--- src/rtl/mem_access_ctrl.sv ---
// mem_access_ctrl: load/store unit between a core-side request port and a
// single-ported, combinational-read data memory.
//
// Ports
//   clk, rst_n         clock, synchronous active-low reset
//   req, op, addr,     request (sampled only in IDLE); op encodes
//   wdata              LW/LH/LHU/LB/LBU/SW/SH/SB; wdata low bits feed sub-word stores
//   busy, done         busy outside IDLE; done is a one-cycle completion pulse
//   rdata              extended load result, held until the next good load
//   misalign           alignment error, qualified by done
//   mem_address        word-aligned address of the latched request
//   mem_writedata      word to write (sub-word stores merge into the read word)
//   mem_read/mem_write one-cycle memory strobes, never both high
//   mem_readdata       combinational memory read data
//
// Flow: aligned loads IDLE->RD->RESP, SW IDLE->WR->RESP, SH/SB do a
// read-modify-write IDLE->RD->WR->RESP, misaligned requests skip straight
// to RESP without touching memory.
module mem_access_ctrl (
    input  logic        clk,
    input  logic        rst_n,
    input  logic        req,
    input  logic [2:0]  op,
    input  logic [31:0] addr,
    input  logic [31:0] wdata,
    output logic        busy,
    output logic        done,
    output logic [31:0] rdata,
    output logic        misalign,
    output logic [31:0] mem_address,
    output logic [31:0] mem_writedata,
    output logic        mem_read,
    output logic        mem_write,
    input  logic [31:0] mem_readdata
);

    localparam logic [2:0] OP_LW  = 3'b000;
    localparam logic [2:0] OP_LH  = 3'b001;
    localparam logic [2:0] OP_LHU = 3'b010;
    localparam logic [2:0] OP_LB  = 3'b011;
    localparam logic [2:0] OP_LBU = 3'b100;
    localparam logic [2:0] OP_SW  = 3'b101;
    localparam logic [2:0] OP_SH  = 3'b110;
    localparam logic [2:0] OP_SB  = 3'b111;

    typedef enum logic [1:0] {IDLE, RD, WR, RESP} state_t;

    state_t      state_q, state_d;
    logic [2:0]  op_q;
    logic [31:0] addr_q;
    logic [31:0] wdata_q;
    logic [31:0] word_q;     // word read during RD, base for sub-word stores
    logic        mis_q;
    logic [31:0] rdata_q;

    logic        mis_in;
    logic        is_load_in;
    logic [31:0] load_val;
    logic [31:0] merged;
    logic [7:0]  byte_sel;
    logic [15:0] half_sel;

    // Alignment check on the incoming request so the branch can be taken
    // directly from IDLE.
    always_comb begin
        mis_in = 1'b0;
        case (op)
            OP_LW, OP_SW:         mis_in = (addr[1:0] != 2'b00);
            OP_LH, OP_LHU, OP_SH: mis_in = addr[0];
            default:              mis_in = 1'b0;
        endcase
    end

    assign is_load_in = (op == OP_LW) || (op == OP_LH) || (op == OP_LHU) ||
                        (op == OP_LB) || (op == OP_LBU);

    // Next-state logic
    always_comb begin
        state_d = state_q;
        case (state_q)
            IDLE: begin
                if (req) begin
                    if (mis_in)          state_d = RESP;
                    else if (is_load_in) state_d = RD;
                    else if (op == OP_SW) state_d = WR;
                    else                 state_d = RD;   // SH/SB read-modify-write
                end
            end
            RD:      state_d = ((op_q == OP_SH) || (op_q == OP_SB)) ? WR : RESP;
            WR:      state_d = RESP;
            RESP:    state_d = IDLE;
            default: state_d = IDLE;
        endcase
    end

    // Lane selection on the live read data, little-endian
    always_comb begin
        byte_sel = mem_readdata[7:0];
        case (addr_q[1:0])
            2'd0: byte_sel = mem_readdata[7:0];
            2'd1: byte_sel = mem_readdata[15:8];
            2'd2: byte_sel = mem_readdata[23:16];
            2'd3: byte_sel = mem_readdata[31:24];
            default: byte_sel = mem_readdata[7:0];
        endcase
        half_sel = addr_q[1] ? mem_readdata[31:16] : mem_readdata[15:0];
    end

    always_comb begin
        load_val = mem_readdata;
        case (op_q)
            OP_LW:   load_val = mem_readdata;
            OP_LH:   load_val = {{16{half_sel[15]}}, half_sel};
            OP_LHU:  load_val = {16'h0000, half_sel};
            OP_LB:   load_val = {{24{byte_sel[7]}}, byte_sel};
            OP_LBU:  load_val = {24'h000000, byte_sel};
            default: load_val = mem_readdata;
        endcase
    end

    // Sub-word store merge into the captured word
    always_comb begin
        merged = word_q;
        if (op_q == OP_SB) begin
            case (addr_q[1:0])
                2'd0: merged[7:0]   = wdata_q[7:0];
                2'd1: merged[15:8]  = wdata_q[7:0];
                2'd2: merged[23:16] = wdata_q[7:0];
                2'd3: merged[31:24] = wdata_q[7:0];
                default: merged = word_q;
            endcase
        end else if (op_q == OP_SH) begin
            if (addr_q[1]) merged[31:16] = wdata_q[15:0];
            else           merged[15:0]  = wdata_q[15:0];
        end
    end

    always_ff @(posedge clk) begin
        if (!rst_n) begin
            state_q <= IDLE;
            op_q    <= 3'b000;
            addr_q  <= 32'h0;
            wdata_q <= 32'h0;
            word_q  <= 32'h0;
            mis_q   <= 1'b0;
            rdata_q <= 32'h0;
        end else begin
            state_q <= state_d;
            if ((state_q == IDLE) && req) begin
                op_q    <= op;
                addr_q  <= addr;
                wdata_q <= wdata;
                mis_q   <= mis_in;
            end
            if (state_q == RD) begin
                word_q <= mem_readdata;
                // RD is only reached by aligned requests, so a load here is good
                if ((op_q != OP_SW) && (op_q != OP_SH) && (op_q != OP_SB))
                    rdata_q <= load_val;
            end
        end
    end

    assign busy          = (state_q != IDLE);
    assign done          = (state_q == RESP);
    assign misalign      = done & mis_q;
    assign rdata         = rdata_q;
    assign mem_read      = (state_q == RD);
    assign mem_write     = (state_q == WR);
    assign mem_address   = {addr_q[31:2], 2'b00};
    assign mem_writedata = ((op_q == OP_SH) || (op_q == OP_SB)) ? merged : wdata_q;

endmodule

--- config.mk ---
export PLATFORM = sky130hd
export DESIGN_NAME = mem_access_ctrl
export DESIGN_NICKNAME = d
export VERILOG_FILES = /design/src/rtl/mem_access_ctrl.sv
export SDC_FILE = /design/constraint.sdc
export NUM_CORES = 1
export LEC_CHECK = 0
export BUFFER_PORTS_ARGS = -buffer_cell sky130_fd_sc_hd__buf_2
export CAP_MARGIN = 20
export CORE_MARGIN = 2
export CORE_UTILIZATION = 37
export CTS_CLUSTER_DIAMETER = 40
export DETAILED_ROUTE_END_ITERATION = 8
export GPL_ROUTABILITY_DRIVEN = 0
export PLACE_DENSITY = 0.67
export SYNTH_ARGS = -nofsm -noshare
export SYNTH_HDL_FRONTEND = slang
export SYNTH_SLANG_ARGS = --single-unit
--- constraint.sdc ---
create_clock -name clk -period 2.3 [get_ports clk]
set_input_delay 0.115 -clock clk [delete_from_list [all_inputs] [get_ports clk]]
set_output_delay 0.115 -clock clk [all_outputs]
set_load 0.01 [all_outputs]
==> metrics.csv, run 1 <==
metric,value,unit
final.min_clock_period,2.15,ns
finalWorstSetupSlack,0.148,ns
rr_worst_depth,5,
synth_enable_flop_cells,0,
antenna_cells,0,
critPathCaptureType,primary output,
path_delay_family,compound AO/OA/AOI/OAI gates,
vdd_drop_max,0.684,mV
finalPower,10.1,mW
rows,48,
die_x,138,µm
numPortBuffers,200,
dp.cells,1153,
layout_common_cells,"buf_2 (200), nand2_1 (177), dfxtp_1 (133)",
core_area,17400,µm²
dieArea,19000,µm²
top_layer,met4,
crit_chain,clkinv_1 > a22o_1 > a22oi_1 > o21ai_0 > buf_2,
h-tree-depth,4,
fmax,0.465,GHz
synth_area,6620,µm²
drv_cap,0,
status,"finished, final reports clean",
path_buf_inv,2,
leakagePower,4.03,nW
ys_seq_elements,134,
cts_tree,built,
grt_max_degree,102,
r2r_slack,0.41,ns
hold_class,input pin to register,
cts_buffers,17,
relSlewSlack,0.607,
fin_skew,0.00844,ns
io_pins,203,
post_cts_buffers,0,
grt_use_total,0.228,
clock_latency,0.43,ns
cts_root_buf,clkbuf_16,
dp_slack,0.460,ns
hold_end,rdata[25]$_SDFFE_PN0P_,
cp_slowest_stage_delay,0.53,ns
grt_first_pass_wirelength,32800,µm
viasPerCell,5.12,
fill_cells,1638,
clockBufferDepth,2,
routed-wl-met2,9740,µm
layout_commonest_cell,buf_2,
synth_cell_types,57,
synth_top_cell_by_area,dfxtp_1,
netlist_top_cells_area,"dfxtp_1 (41%), nand2_1 (10%), a21oi_1 (8.3%)",
drive_above_1_share,0.283,
start_util,0.380,
ys.flop_type,dfxtp_1,
p_per_area,1110,nW/µm²
r2r_end,rdata[16]$_SDFFE_PN0P_,
cp.required,2.18,ns
synth-async-reset-ratio,0,
path_class,register to primary output,
syn_to_final_growth,38.6,%
min_from,mem_readdata[25],
die_h,138,µm
clkTransAtPathRegs,0.06,ns
cp-start-kind,register,
first_pass_iters,5,
worstPathArrival,2.04,ns
setup_violations,0,
worstMarginPinSlew,0.587,ns
first_global_vias,6080,
min_path_cells,3,
met3_wirelength,1740,µm
synthCells,799,
num_vias,6514,
post-route-period-util,0.936,
drc_errors,0,
synth_top_area_share,0.405,
syn_avg_cell_area,8.28,µm²
fin_nets,1141,
place_hpwl,14800,µm
r2r_start,op_q[1]$_SDFFE_PN0P_,
yosysWarnings,0,
postPlaceCellArea,7570,µm²
slowest_stage,dfxtp_1,
fin_cells,1272,
antenna_found_initial,0,
cts_num_sinks,134,
crit_fanout,10,
overflow,0,
met1Wirelength,9660,µm
hold_violations,0,
rsz0062_at_grt,no,
synth_seq_area_share,0.405,
setup_tns,0,ns
postLayoutCellArea,9170,µm²
ant_nets,0,
totalWireLength,21600,µm
drtIter0Drc,498,
slew_violations,0,
wl_per_cell,17.0,µm
## worst max-delay path by stage
stage | start | endpoint | slack, ns | cells after the start
final | addr_q[0]$_SDFFE_PN0P_ | mem_writedata[8] | 0.15 | 5
after global routing | addr_q[0]$_SDFFE_PN0P_ | mem_writedata[11] | 0.007 | 5
after CTS | addr_q[1]$_SDFFE_PN0P_ | mem_writedata[11] | 0.007 | 6
after detailed placement | op_q[1]$_SDFFE_PN0P_ | rdata[16]$_SDFFE_PN0P_ | 0.46 | 5
after global placement | addr_q[1]$_SDFFE_PN0P_ | mem_writedata[21] | 0.49 | 6
after floorplan | state_q[1]$_SDFFE_PN0P_ | rdata[20]$_SDFFE_PN0P_ | 0.59 | 7
## cell usage after synthesis, drive strengths merged, types with 15 or more instances
master	number
nand2	179
dfxtp	134
a21oi	110
buf	63
o21ai	53
mux2i	49
nor2	45
clkbuf	29
a22o	16
a22oi	15
inv	15
mux2	15
## cell families after synthesis
family | count (synthesis) | synth area share
buffers and inverters | 108 | 0.0888
and+or+nand+nor | 244 | 0.153
xor gates and xnor gates | 2 | 0.00378
other | 1 | 0.000567
AOI/OAI and AO/OA | 233 | 0.212
muxes | 72 | 0.127
DFF | 134 | 0.405
adders and majority gates | 5 | 0.00945
## worst min-delay path, stage by stage
cell and delay [ns]:
buf_2 0.15, nand2_1 0.07, a21oi_1 0.06
## flip-flops by register name, summed over array words and instances (netlist names)
signal / count
addr_q: 32
word_q: 32
op_q: 3
state_q: 2
rdata: 32
mis_q: 1
wdata_q: 32
## per-layer routing
metal,up-vias,GRT usage
li1,3206,-
met2,271,0.352
met5,-,0
met4,0,0.0856
met1,2994,0.305
met3,43,0.0585
## through the flow
step	util	hold slack, ns
finish	0.527	0.00954
global placement	0.435	0.355
CTS	0.525	0.00132
global route	0.527	0.0229
floorplan	-	0.249
detailed placement	0.435	0.360
## report_power, final
group	switching [mW]	total, mW	internal, mW
Sequential	0.438	3.34	2.90
Clock	1.07	3.26	2.19
Combinational	2.02	3.54	1.53
Total	3.53	10.1	6.62
## repair_timing
| item | 4_1_cts | 5_1_grt |
|---|---|---|
| hold endpoints to repair | 87 | 0 |
| resized for setup | 0 | 5 |
| hold buffers | 87 | 0 |
| setup endpoints to repair | 0 | 19 |
## area by class of cell
| type | instances | area, µm² | share of cell area |
|---|---|---|---|
| well taps | 225 | 282 | 0.0307 |
| inverters | 16 | 61.3 | 0.00668 |
| clock inverters | 10 | 214 | 0.0233 |
| multi-input cells | 558 | 3370 | 0.368 |
| clock buffers | 22 | 494 | 0.0539 |
| flip-flops and latches | 134 | 2680 | 0.293 |
| repair buffers | 307 | 2060 | 0.225 |
(Power assumes the default switching activity.)
==> run 2: changes to the inputs <==
--- a/config.mk
+++ b/config.mk
@@ -8,11 +8,11 @@
 export BUFFER_PORTS_ARGS = -buffer_cell sky130_fd_sc_hd__buf_2
 export CAP_MARGIN = 20
 export CORE_MARGIN = 2
-export CORE_UTILIZATION = 37
+export CORE_UTILIZATION = 52
 export CTS_CLUSTER_DIAMETER = 40
 export DETAILED_ROUTE_END_ITERATION = 8
 export GPL_ROUTABILITY_DRIVEN = 0
-export PLACE_DENSITY = 0.67
+export PLACE_DENSITY = 0.87
 export SYNTH_ARGS = -nofsm -noshare
 export SYNTH_HDL_FRONTEND = slang
 export SYNTH_SLANG_ARGS = --single-unit
==> run 2 against run 1 <==
Effect of this change:
- first-iteration DRC count rose by 61%
- sequential cell count is the same
- critical path type unchanged
- global-route usage is 8.6 points higher
- cell area down 4.4%
- highest routed layer unchanged
- critical path depth up 1
- largest power group unchanged
- utilization grew 17 points
- worst hold slack improved by 0.0095 ns
- clock-buffer cell count increased by 1
- sequential share of layout area increased by 1.3 points
==> metrics.csv, run 2 (synthesis results as in run 1) <==
metric,value,unit,change
grt_first_pass_wirelength,32700,µm,-0.30%
crit_fanout,11,,+1
crit_path_frequent_cell,buf_4,,
h-tree-depth,4,,unchanged
cp_slowest_stage_delay,0.40,ns,-0.13 ns
grt_max_degree,50,,-51%
drc_errors,0,,unchanged
finalWorstSetupSlack,0.166,ns,+0.0174 ns
first_pass_iters,5,,unchanged
drv_cap,0,,unchanged
start_util,0.529,,+0.149
final.min_clock_period,2.13,ns,-0.0174 ns
cts_buffers,17,,unchanged
setup_tns,0,ns,unchanged
wl_per_cell,17.8,µm,+4.4%
relSlewSlack,0.580,,-0.0263
drtIter0Drc,803,,+61%
r2r_end,rdata[25]$_SDFFE_PN0P_,,
cp.depth,6,,+1
crit_chain,buf_4 > a21boi_0 > buf_4 > mux2i_1 > o21ai_0 > buf_2,,
antenna_found_initial,0,,unchanged
hold_class,input pin to register,,
path_class,register to primary output,,
dp_slack,0.511,ns,+0.0508 ns
worstPathArrival,2.02,ns,-0.02 ns
core_area,12500,µm²,-28%
cts_root_buf,clkbuf_16,,
cts_num_sinks,134,,unchanged
overflow,0,,unchanged
numPortBuffers,200,,unchanged
status,"finished, final reports clean",,
cts_tree,built,,
fmax,0.469,GHz,+0.81%
vdd_drop_max,0.571,mV,-16%
cp.required,2.18,ns,about the same
die_x,117,µm,-15%
r2r_slack,0.46,ns,+0.05 ns
slowest_stage,dfxtp_2,,
clock_latency,0.42,ns,about the same
r2r_start,state_q[1]$_SDFFE_PN0P_,,
first_global_vias,6325,,+4.0%
rr_worst_depth,5,,unchanged
fin_skew,0.00945,ns,+0.00101 ns
viasPerCell,5.68,,+11%
syn_to_final_growth,32.5,%,
place_hpwl,13800,µm,-6.5%
rows,41,,-15%
min_path_cells,3,,unchanged
endpoint,mem_writedata[22],,
grt_use_total,0.314,,+0.0860
layout_common_cells,"buf_2 (200), nand2_1 (177), dfxtp_1 (133)",,
drive_above_1_share,0.280,,-0.00310
worstMarginPinSlew,0.627,ns,+0.0393 ns
die_h,117,µm,-15%
path_buf_inv,3,,+1
layout_commonest_cell,buf_2,,
post-route-period-util,0.928,,-0.00756
hold-worst-slack,0.0191,ns,+0.00952 ns
clkTransAtPathRegs,0.05,ns,about the same
antenna_cells,0,,unchanged
clockBufferDepth,2,,unchanged
fin_nets,1125,,-1.4%
hold_violations,0,,unchanged
p_per_area,1070,nW/µm²,-3.5%
dieArea,13600,µm²,-28%
totalWireLength,21400,µm,-1.4%
critPathCaptureType,primary output,,
cp-start-kind,register,,
path_delay_family,buffers and inverters,,
num_vias,6830,,+4.9%
leakagePower,3.87,nW,-4.0%
slew_violations,0,,unchanged
io_pins,203,,unchanged
setup_violations,0,,unchanged
crit_start,addr_q[1]$_SDFFE_PN0P_,,
ant_nets,0,,unchanged
rsz0062_at_grt,no,,
[run 2: cell count changes in the layout (fill, tap and decap cells not counted), sizes merged]
cell / delta
clkbuf: +1
clkinv: +2
buf: -2
clkinvlp: +1
dlygate4sd3: -14
bufinv: -5
[run 2: worst min-delay path by stage]
| stage | from | to |
|---|---|---|
| after floorplan | mem_readdata[30] | rdata[30]$_SDFFE_PN0P_ |
| after global placement | addr[2] | addr_q[2]$_SDFFE_PN0P_ |
| after detailed placement | addr[10] | addr_q[10]$_SDFFE_PN0P_ |
| after CTS | mem_readdata[21] | rdata[21]$_SDFFE_PN0P_ |
| after global routing | mem_readdata[22] | rdata[22]$_SDFFE_PN0P_ |
| final | op[0] | op_q[0]$_SDFFE_PN0P_ |
[run 2: metrics by stage]
step	power [mW]	util	cell area, µm²	instances
after floorplan	5.72	-	6620	800
after global placement	6.63	0.599	7500	1098
after detailed placement	6.72	0.599	7500	1098
after CTS	9.30	0.701	8770	1202
after global routing	9.88	0.701	8770	1202
final	9.36	0.701	8770	1202
[run 2: repair_timing]
action,in CTS,in global routing
setup endpoints to repair,0,6
gates resized for setup,0,2
setup buffers,0,0
endpoints found under the hold margin,73,0
hold buffers,73,0
[run 2: where the power goes]
| group | total [mW] | switching (mW) | leakage, nW | internal, mW |
|---|---|---|---|---|
| Clock | 2.48 | 0.979 | 0.257 | 1.50 |
| Sequential | 3.33 | 0.423 | 1.10 | 2.90 |
| Combinational | 3.55 | 2.06 | 2.51 | 1.49 |
[run 2: tightest hold or removal path, delay by kind of cell]
kind / cells / cell delay [ns]
buf+inv: 1 / 0.13
simple gates: 1 / 0.07
compound gates: 1 / 0.05
[run 2: final cells by class]
| cell class | count | area [µm²] |
|---|---|---|
| repair buffers | 291 | 1920 |
| clock buffers | 23 | 458 |
| flip-flops and latches | 134 | 2680 |
| inverters | 16 | 60.1 |
| fillers | 978 | 3740 |
| well taps | 172 | 215 |
| clock inverters | 8 | 77.6 |
| multi-input cells | 558 | 3360 |
[run 2: per-layer routing]
| metal | vias up | global-route usage | share of wire | routed length, µm |
|---|---|---|---|---|
| met5 | - | 0 | 0 | 0 |
| met4 | 0 | 0.155 | 0.039 | 837 |
| met3 | 68 | 0.0860 | 0.10 | 2210 |
| met2 | 427 | 0.502 | 0.46 | 9800 |
| met1 | 3164 | 0.391 | 0.40 | 8500 |
| li1 | 3171 | - | - | - |
==> run 3: changes to the inputs <==
--- a/config.mk
+++ b/config.mk
@@ -8,11 +8,11 @@
 export BUFFER_PORTS_ARGS = -buffer_cell sky130_fd_sc_hd__buf_2
 export CAP_MARGIN = 20
 export CORE_MARGIN = 2
-export CORE_UTILIZATION = 52
+export CORE_UTILIZATION = 50
 export CTS_CLUSTER_DIAMETER = 40
 export DETAILED_ROUTE_END_ITERATION = 8
 export GPL_ROUTABILITY_DRIVEN = 0
-export PLACE_DENSITY = 0.87
+export PLACE_DENSITY = 0.84
 export SYNTH_ARGS = -nofsm -noshare
 export SYNTH_HDL_FRONTEND = slang
 export SYNTH_SLANG_ARGS = --single-unit
==> run 3 against run 2 <==
Effect of this change:
- clock power is 19% higher
- combinational power is 1% lower
- critical path depth stayed put
- critical path type unchanged
- highest routed layer unchanged
- largest cell class unchanged
==> metrics.csv, run 3 (synthesis results as in run 1) <==
metric,value,unit,change
h-tree-depth,4,,unchanged
cp.required,2.18,ns,about the same
layout_commonest_cell,buf_2,,
final_util,0.684,,-0.0168
place_hpwl,14000,µm,+1.3%
fin_nets,1133,,+0.71%
fin_skew,0.00802,ns,-0.00144 ns
layout_common_cells,"buf_2 (200), nand2_1 (177), dfxtp_1 (132)",,
met1Wirelength,8680,µm,+2.0%
top_layer,met4,,
clkTransAtPathRegs,0.06,ns,about the same
postLayoutCellArea,8950,µm²,+2.0%
cts_root_buf,clkbuf_16,,
crit_fanout,8,,-3
fmax,0.457,GHz,-2.4%
core_area,13100,µm²,+4.5%
first_global_vias,6528,,+3.2%
finalPower,9.78,mW,+4.5%
r2r_start,state_q[1]$_SDFFE_PN0P_,,
routed-wl-met2,9940,µm,+1.4%
hold_violations,0,,unchanged
relSlewSlack,0.540,,-0.0398
vdd_drop_max,0.782,mV,+37%
clock_latency,0.42,ns,about the same
drtIter0Drc,744,,-7.3%
grt_use_total,0.302,,-0.0113
drv_cap,0,,unchanged
grt_max_degree,42,,-16%
postPlaceCellArea,7480,µm²,-0.27%
antenna_cells,0,,unchanged
cts_tree,built,,
drc_errors,0,,unchanged
num_vias,6779,,-0.75%
final.min_clock_period,2.19,ns,+0.0526 ns
p_per_area,1090,nW/µm²,+2.4%
worstMarginPinSlew,0.688,ns,+0.0615 ns
post-route-period-util,0.951,,+0.0229
numPortBuffers,200,,unchanged
path_class,register to primary output,,
crit_start,addr_q[0]$_SDFFE_PN0P_,,
post_cts_buffers,0,,unchanged
hold-worst-slack,0.00598,ns,-0.0131 ns
grt_first_pass_wirelength,33700,µm,+2.9%
worstPathArrival,2.07,ns,+0.05 ns
die_x,119,µm,+1.9%
drive_above_1_share,0.284,,+0.00432
syn_to_final_growth,35.2,%,
min_from,op[0],,
cp-start-kind,register,,
start_util,0.506,,-0.0230
io_pins,203,,unchanged
rows,42,,+2.4%
setup_tns,0,ns,unchanged
met3_wirelength,2180,µm,-1.4%
antenna_found_initial,0,,unchanged
die_h,119,µm,+1.9%
status,"finished, final reports clean",,
overflow,0,,unchanged
cts_buffers,17,,unchanged
cts_num_sinks,134,,unchanged
ant_nets,0,,unchanged
first_pass_iters,6,,+1
viasPerCell,5.58,,-1.8%
critPathCaptureType,primary output,,
wl_per_cell,17.8,µm,about the same
rsz0062_at_grt,no,,
slew_violations,0,,unchanged
clockBufferDepth,2,,unchanged
totalWireLength,21600,µm,+1.1%
leakagePower,3.95,nW,+2.1%
setup_violations,0,,unchanged
dieArea,14200,µm²,+3.9%
hold_class,input pin to register,,
## run 3: report_power, final
part           leakage, nW  total (mW)  internal [mW]  switching, mW
clock                0.300        2.94           1.85           1.08
sequential            1.10        3.34           2.90          0.437
combinational         2.55        3.51           1.46           2.04
## run 3: metrics by stage
stage | setup slack [ns] | cells
finish | 0.113 | 1215
global route | 0.0160 | 1215
CTS | 0.0784 | 1215
detailed placement | 0.437 | 1102
global placement | 0.505 | 1102
floorplan | 0.592 | 800
## run 3: cell type report
type,instances,area (µm²)
fill,980,4140
multi-input combinational,558,3370
sequential,134,2690
timing repair buffer,299,1970
clock buffer,18,439
tap,176,220
clock inverter,14,199
inverter,16,60.1
## run 3: path summary, 6_finish.rpt
| check | depth (start not counted) | slack [ns] | to |
|---|---|---|---|
| worst max-delay path | 6 | 0.11 | mem_writedata[26] |
| worst min-delay path | 3 | 0.006 | op_q[0]$_SDFFE_PN0P_ |
| worst max register to register | 5 | 0.45 | rdata[29]$_SDFFE_PN0P_ |
| worst min register to register | 2 | 0.45 | addr_q[30]$_SDFFE_PN0P_ |
## run 3: what timing repair did
| item | in CTS | in global routing |
|---|---|---|
| gates resized for setup | 1 | 4 |
| hold buffers | 81 | 0 |
| endpoints found under the setup margin | 1 | 14 |
| endpoints found under the hold margin | 81 | 0 |
| gates cloned | 0 | 0 |
## run 3: layer usage
metal | vias to the layer above | track usage
li1 | 3192 | -
met1 | 3114 | 0.366
met2 | 397 | 0.489
met3 | 76 | 0.0953
met4 | 0 | 0.141
met5 | - | 0
## run 3: worst max-delay path, stage by stage, from the launching register on
cell	delay, ns
dfxtp_1	0.45
buf_4	0.26
nand2_2	0.20
mux2i_1	0.24
a21oi_1	0.12
a22o_1	0.23
buf_2	0.15
